File: config.mk
export PLATFORM = sky130hd
export DESIGN_NAME = uart_rx_flat
export DESIGN_NICKNAME = d
export VERILOG_FILES = /design/src/rtl/uart_rx_if.sv /design/src/rtl/uart_rx.sv /design/src/flat_wrapper.sv
export SDC_FILE = /design/constraint.sdc
export NUM_CORES = 1
export LEC_CHECK = 0
export CORE_MARGIN = 2
export CORE_UTILIZATION = 30
export CTS_CLUSTER_DIAMETER = 80
export DETAILED_ROUTE_END_ITERATION = 12
export SYNTH_ARGS = -nofsm -noshare
export SYNTH_HDL_FRONTEND = slang
export SYNTH_SLANG_ARGS = --single-unit
export TNS_END_PERCENT = 1
File: constraint.sdc
create_clock -name clk -period 8.3 [get_ports clk]
set_input_delay 2.075 -clock clk [delete_from_list [all_inputs] [get_ports clk]]
set_output_delay 2.075 -clock clk [all_outputs]
set_load 0.03 [all_outputs]
File: src/rtl/uart_rx_if.sv
`default_nettype none
// +--------------------------------------------------------------------+
// | uart_rx_if : serial line and received-byte handshake for uart_rx   |
// | Revision   : 1.0                                                   |
// +--------------------------------------------------------------------+
interface uart_rx_if;
  logic       rxd;
  logic       rx_ack;
  logic [7:0] rx_data;
  logic       rx_valid;
  logic       frame_err;
  logic       overrun;
  logic       busy;

  modport master (
    output rxd, rx_ack,
    input  rx_data, rx_valid, frame_err, overrun, busy
  );

  modport slave (
    input  rxd, rx_ack,
    output rx_data, rx_valid, frame_err, overrun, busy
  );
endinterface
`default_nettype wire

File: src/rtl/uart_rx.sv
`default_nettype none
// +--------------------------------------------------------------------+
// | uart_rx : 8N1 oversampling UART receiver with valid/ack byte hold  |
// | Revision: 1.0                                                      |
// +--------------------------------------------------------------------+
module uart_rx #(
  parameter int CLKS_PER_BIT = 434
) (
  input  wire logic  clk,
  input  wire logic  rst,
  uart_rx_if.slave   bus
);

  localparam logic [15:0] c_N_LAST = 16'(CLKS_PER_BIT - 1);
  localparam logic [15:0] c_H_LAST = 16'((CLKS_PER_BIT / 2) - 1);

  typedef enum logic [2:0] {
    S_IDLE  = 3'd0,
    S_START = 3'd1,
    S_DATA  = 3'd2,
    S_STOP  = 3'd3,
    S_BREAK = 3'd4
  } state_t;

  state_t      r_state, w_state_nxt;
  logic        r_sync1, r_sync2;
  logic [15:0] r_clk_cnt, w_clk_cnt_nxt;
  logic [2:0]  r_bit_idx, w_bit_idx_nxt;
  logic [7:0]  r_shift, w_shift_nxt;
  logic        w_load, w_ferr;
  logic [7:0]  r_data;
  logic        r_valid, r_ferr, r_ovr, r_busy;
  logic        w_rx_s;

  assign w_rx_s = r_sync2;

  always_comb begin
    w_state_nxt   = r_state;
    w_clk_cnt_nxt = r_clk_cnt + 16'd1;
    w_bit_idx_nxt = r_bit_idx;
    w_shift_nxt   = r_shift;
    w_load        = 1'b0;
    w_ferr        = 1'b0;
    case (r_state)
      S_IDLE: begin
        w_clk_cnt_nxt = '0;
        if (!w_rx_s) w_state_nxt = S_START;
      end
      S_START: begin
        if (r_clk_cnt == c_H_LAST) begin
          w_clk_cnt_nxt = '0;
          w_bit_idx_nxt = '0;
          w_state_nxt   = w_rx_s ? S_IDLE : S_DATA;
        end
      end
      S_DATA: begin
        if (r_clk_cnt == c_N_LAST) begin
          w_clk_cnt_nxt          = '0;
          w_shift_nxt[r_bit_idx] = w_rx_s;
          w_bit_idx_nxt          = r_bit_idx + 3'd1;
          if (r_bit_idx == 3'd7) w_state_nxt = S_STOP;
        end
      end
      S_STOP: begin
        if (r_clk_cnt == c_N_LAST) begin
          w_clk_cnt_nxt = '0;
          if (w_rx_s) begin
            w_load      = 1'b1;
            w_state_nxt = S_IDLE;
          end else begin
            w_ferr      = 1'b1;
            w_state_nxt = S_BREAK;
          end
        end
      end
      S_BREAK: begin
        // Hold here on a stuck-low line so it cannot look like a new start bit
        w_clk_cnt_nxt = '0;
        if (w_rx_s) w_state_nxt = S_IDLE;
      end
      default: begin
        w_clk_cnt_nxt = '0;
        w_state_nxt   = S_IDLE;
      end
    endcase
  end

  always_ff @(posedge clk or posedge rst) begin
    if (rst) begin
      r_sync1   <= 1'b1;
      r_sync2   <= 1'b1;
      r_state   <= S_IDLE;
      r_clk_cnt <= '0;
      r_bit_idx <= '0;
      r_shift   <= '0;
    end else begin
      r_sync1   <= bus.rxd;
      r_sync2   <= r_sync1;
      r_state   <= w_state_nxt;
      r_clk_cnt <= w_clk_cnt_nxt;
      r_bit_idx <= w_bit_idx_nxt;
      r_shift   <= w_shift_nxt;
    end
  end

  always_ff @(posedge clk or posedge rst) begin
    if (rst) begin
      r_data  <= 8'h00;
      r_valid <= 1'b0;
      r_ferr  <= 1'b0;
      r_ovr   <= 1'b0;
      r_busy  <= 1'b0;
    end else begin
      r_ferr <= w_ferr;
      r_ovr  <= w_load & r_valid & ~bus.rx_ack;
      r_busy <= (w_state_nxt != S_IDLE);
      // A load on the same edge as an ack keeps the byte valid
      if (w_load) begin
        r_data  <= r_shift;
        r_valid <= 1'b1;
      end else if (bus.rx_ack && r_valid) begin
        r_valid <= 1'b0;
      end
    end
  end

  assign bus.rx_data   = r_data;
  assign bus.rx_valid  = r_valid;
  assign bus.frame_err = r_ferr;
  assign bus.overrun   = r_ovr;
  assign bus.busy      = r_busy;

endmodule
`default_nettype wire
File: src/flat_wrapper.sv
// flat-port wrapper written by rule: the top's interface ports become plain ports
module uart_rx_flat 
#(
  parameter int CLKS_PER_BIT = 434
)
  (clk, rst, bus_rxd, bus_rx_ack, bus_rx_data, bus_rx_valid, bus_frame_err, bus_overrun, bus_busy);
  uart_rx_if bus_i ();
  input  wire logic clk;
  input  wire logic rst;
  input wire logic [$bits(bus_i.rxd)-1:0] bus_rxd;
  input wire logic [$bits(bus_i.rx_ack)-1:0] bus_rx_ack;
  output wire logic [$bits(bus_i.rx_data)-1:0] bus_rx_data;
  output wire logic [$bits(bus_i.rx_valid)-1:0] bus_rx_valid;
  output wire logic [$bits(bus_i.frame_err)-1:0] bus_frame_err;
  output wire logic [$bits(bus_i.overrun)-1:0] bus_overrun;
  output wire logic [$bits(bus_i.busy)-1:0] bus_busy;
  assign bus_i.rxd = bus_rxd;
  assign bus_i.rx_ack = bus_rx_ack;
  assign bus_rx_data = bus_i.rx_data;
  assign bus_rx_valid = bus_i.rx_valid;
  assign bus_frame_err = bus_i.frame_err;
  assign bus_overrun = bus_i.overrun;
  assign bus_busy = bus_i.busy;
  uart_rx #(.CLKS_PER_BIT(CLKS_PER_BIT)) u_core (.clk(clk), .rst(rst), .bus(bus_i));
endmodule
==> key figures <==
STA
  – Unrepaired setup endpoints after global routing: no
  – Final Hold Fails: 0
  – Final worst slack: between 4000 and 5000 ps
  – Finish-stage setup viols: 0
  – Slew Limit Headroom: a little over half
  – Tmin final: 3410 ps
  – Period Utilization, post-route: between 40% and 50%
  – Final setup skew: between 10 and 15 ps
  – Number of max-slew violations in the final report: 0
  – Actual slew at the worst max-slew pin: 680 ps
  – Setup TNS: 0 ps
  – Upper clock frequency limit: 0.293 GHz

Logic synthesis
  – Largest area contributor in the synthesized netlist: sky130_fd_sc_hd__dfrtp_1
  – Number of flip-flops and latches in the synthesized netlist: between 40 and 50
  – Average footprint of a synthesized cell: 11.6 µm²
  – Top area cells in the synthesized netlist: sky130_fd_sc_hd__dfrtp_1 51%, sky130_fd_sc_hd__mux2_2 8.7%, sky130_fd_sc_hd__xnor2_1 4.3%, sky130_fd_sc_hd__nor2_1 3.6%, sky130_fd_sc_hd__ha_1 3.0%
  – Seq/Total Area, Yosys: 53.6%
  – Instance count of the mapped netlist: around 180
  – Proportion of netlist area held by the largest area contributor: about half
  – Net Count, Synth: around 190
  – Post-synthesis cell area: 2060 µm²
  – Distinct cells, synth: 42
  – Syn. warnings: 0

Power and ir drop
  – Total power draw: 0.412 mW
  – Clock network fraction of total power: 46.0%
  – Pwr per Cell Area: approximately 170 nW/µm²
  – Leakage power summed over all cells: around 1.1 nW
  – Switching pwr: 0.0752 mW
  – Sequential cell fraction of total power: a little over half
  – Combinational fraction of design power: between 1.5 and 2%
  – Worst VDD drop: roughly 0.083 mV
  – Switching Fraction: a little under a fifth
  – Cell-internal power: around 0.34 mW

Routing
  – Vias per std cell: roughly 4.7
  – Vias: 1308
  – DRC viols: 0
  – Count of antenna-violating nets left after detailed routing: 0
  – First-pass iteration count of the detailed router: 4
  – Drt wl/cell: between 10 and 15 µm
  – Drt total wl: 3.47 mm
  – Drt initial violations: 77

Cells and area
  – FF+latch area: between 1000 and 1500 µm²
  – Leading cell type in the layout, fill and taps excluded: sky130_fd_sc_hd__dfrtp_1
  – Layout-stage area growth over the synthesis result: 17.5%
  – Filler-free cell count of the finished design: 276
  – Number of inserted diodes: 0
  – Fraction of layout cells with a size suffix above 1: between 15 and 20%
  – Area of the multi-input gates: 887 µm²
  – Number of nets in the layout: between 200 and 250
  – Leading cell types in the layout, fill and taps excluded: 42 x sky130_fd_sc_hd__dfrtp_1, 20 x sky130_fd_sc_hd__nor2_1, 16 x sky130_fd_sc_hd__mux2_2
  – Fillcell total: about 660
  – Post-layout util: between 30 and 40%

Clock network
  – Hold buffer count at CTS: 0
  – Clock sink total: 44
  – CTS tree: built
  – CTS clock-pin slew for the worst setup and hold paths: 90 ps
  – Number of buffers on the longest clock path: 2
  – TritonCTS Buffers: 5
  – H-tree Lvls: 2
  – Insertion delay of the later-clocked pin in the worst-skew pair: 290 ps
  – Clock root cell: sky130_fd_sc_hd__clkbuf_8
  – CTS resizes: 0
  – Setup repair bufs after CTS: 0

Place
  – Port Buffer Count: 15
  – Post-Place Cells: 268
  – Place WS: about 5200 ps
  – HPWL Detailed: roughly 2.3 mm
  – RD Place Congestion: between 0.7 and 0.8

Die
  – Placeable core region: roughly 6700 µm²
  – Number of standard-cell rows in the floorplan: 30
  – # IOs: 16
  – Initial core utilization: a little under a third
  – Floorplan die height: 86.9 µm
  – Overall die area: roughly 7500 µm²
  – Die extent in x: around 87 µm

Setup path
  – Required @ worst endpoint: between 6000 and 7000 ps
  – Reg2reg end: u_core.r_shift[2]$_DFFE_PP0P_
  – Bufs and invs on worst path: 1
  – Endpoint arrival time on the critical path: approximately 1300 ps
  – CP startpoint kind: register
  – Critical path endpoint category: output port
  – Critical-path cell with the highest stage delay: sky130_fd_sc_hd__clkdlybuf4s50_1
  – Reg-to-Reg Start: u_core.r_clk_cnt[2]$_DFF_PP0_
  – Flop-to-flop setup slack: about 5500 ps
  – Largest delay share family, worst path: buffers and inverters
  – Worst Setup Path Type: reg2out
  – Path length in cells of the critical path: 1
  – Path depth of the worst reg2reg path: 5
  – Worst-path fanout max: 3
  – Capture point of the worst path: bus_rx_valid
  – Critical Path Max Stage Delay: between 600 and 700 ps
  – Critical path, cell by cell: clkdlybuf4s50_1
  – Launching element of the worst setup path: u_core.bus.rx_valid$_DFFE_PP0P_

GRT
  – Number of global-route vias before repair: between 1000 and 1500
  – GRT Resource Usage Total: ~10%
  – Maximum number of pins on one net before global-route repair: 45
  – Antenna violations before repair: 0
  – Gr ovfl total: 0
  – Global-route wire length before repair: around 6.1 mm

Job
  – Max-cap viol count: 0

Hold path
  – Worst min-delay path class: reg2reg

Run status
  – Outcome: completed
[flip-flops by register name, indices dropped and copies added, names as in the netlist]
register	count
u_core.bus.frame_err	1
u_core.bus.rx_data	8
u_core.r_state	3
u_core.r_shift	8
u_core.bus.busy	1
u_core.r_clk_cnt	16
u_core.bus.overrun	1
u_core.bus.rx_valid	1
u_core.r_sync1	1
u_core.r_bit_idx	3
u_core.r_sync2	1
[worst min-delay path by stage]
stage / startpoint / to / cells after the start
6_report: u_core.r_sync1$_DFF_PP1_ / u_core.r_sync2$_DFF_PP1_ / 0
5_1_grt: u_core.r_sync1$_DFF_PP1_ / u_core.r_sync2$_DFF_PP1_ / 0
4_1_cts: u_core.r_sync1$_DFF_PP1_ / u_core.r_sync2$_DFF_PP1_ / 0
3_5_place_dp: u_core.r_sync1$_DFF_PP1_ / u_core.r_sync2$_DFF_PP1_ / 0
3_3_place_gp: u_core.r_sync1$_DFF_PP1_ / u_core.r_sync2$_DFF_PP1_ / 0
2_1_floorplan: u_core.r_sync1$_DFF_PP1_ / u_core.r_sync2$_DFF_PP1_ / 0
[metrics by stage]
stage	hold WS, ps	cell area [µm²]
floorplan	345	2060
global placement	349	2290
detailed placement	352	2290
CTS	364	2420
global route	367	2420
finish	362	2420
[synth_stat cells]
library cell                 n
sky130_fd_sc_hd__a2111oi_0   1
sky130_fd_sc_hd__a211o_1     1
sky130_fd_sc_hd__a21o_1      1
sky130_fd_sc_hd__a22o_1      2
sky130_fd_sc_hd__a311oi_1    1
sky130_fd_sc_hd__a31o_2      1
sky130_fd_sc_hd__a31oi_1     2
sky130_fd_sc_hd__and2_1      1
sky130_fd_sc_hd__and3_1      5
sky130_fd_sc_hd__and4_1      1
sky130_fd_sc_hd__buf_1       2
sky130_fd_sc_hd__buf_2       2
sky130_fd_sc_hd__buf_6       1
sky130_fd_sc_hd__clkbuf_1    2
sky130_fd_sc_hd__dfrtp_1    42
sky130_fd_sc_hd__dfstp_2     2
sky130_fd_sc_hd__ha_1        5
sky130_fd_sc_hd__inv_1       9
sky130_fd_sc_hd__mux2_1      1
sky130_fd_sc_hd__mux2_2     16
sky130_fd_sc_hd__mux2i_1     1
sky130_fd_sc_hd__nand2_1     7
sky130_fd_sc_hd__nand3_1     5
sky130_fd_sc_hd__nand3b_1    1
sky130_fd_sc_hd__nand4_1     4
sky130_fd_sc_hd__nand4b_1    3
sky130_fd_sc_hd__nor2_1     20
sky130_fd_sc_hd__nor2b_1     4
sky130_fd_sc_hd__nor3_1      6
sky130_fd_sc_hd__nor3_2      1
sky130_fd_sc_hd__nor3_4      1
sky130_fd_sc_hd__nor3b_1     1
sky130_fd_sc_hd__nor4_1      3
sky130_fd_sc_hd__nor4b_2     2
sky130_fd_sc_hd__o21ai_0     1
sky130_fd_sc_hd__o21bai_1    1
sky130_fd_sc_hd__or3_4       1
sky130_fd_sc_hd__or3b_2      1
sky130_fd_sc_hd__or4_1       2
sky130_fd_sc_hd__or4_4       1
sky130_fd_sc_hd__xnor2_1    10
sky130_fd_sc_hd__xor2_1      4
[layer usage]
metal,GRT usage (%),vias up,part of all wire [%]
met5,0,-,0
met4,3.41,0,0.98
met3,2.56,5,2.8
met2,14.6,18,43
met1,15.3,624,53
li1,-,661,-
[area by class of cell]
type                            count  area share, %
Multi-Input combinational cell    118           36.6
Clock buffer                        6           3.00
Inverter                            9           1.39
Sequential cell                    44           45.6
Timing Repair Buffer               17           6.82
Clock inverter                      2           2.48
Tap cell                           80           4.13
[power by group through the flow]
| stage | combinational (mW) | sequential (mW) | clock (mW) |
|---|---|---|---|
| floorplan | 0.00432 | 0.219 | 0 |
| global placement | 0.00702 | 0.220 | 0 |
| detailed placement | 0.00704 | 0.220 | 0 |
| CTS | 0.00702 | 0.216 | 0.197 |
| global route | 0.00783 | 0.216 | 0.203 |
| finish | 0.00657 | 0.216 | 0.190 |
[cells by family after synthesis]
logic type | Yosys count | share of synthesized area, %
mux | 18 | 9.78
buf+inv | 16 | 3.40
xor+xnor | 14 | 5.95
fa+ha+maj | 5 | 3.04
compound gates | 11 | 4.13
simple gates | 70 | 20.2
flops | 44 | 53.6
No activity file was read; power rests on OpenSTA's default activity.
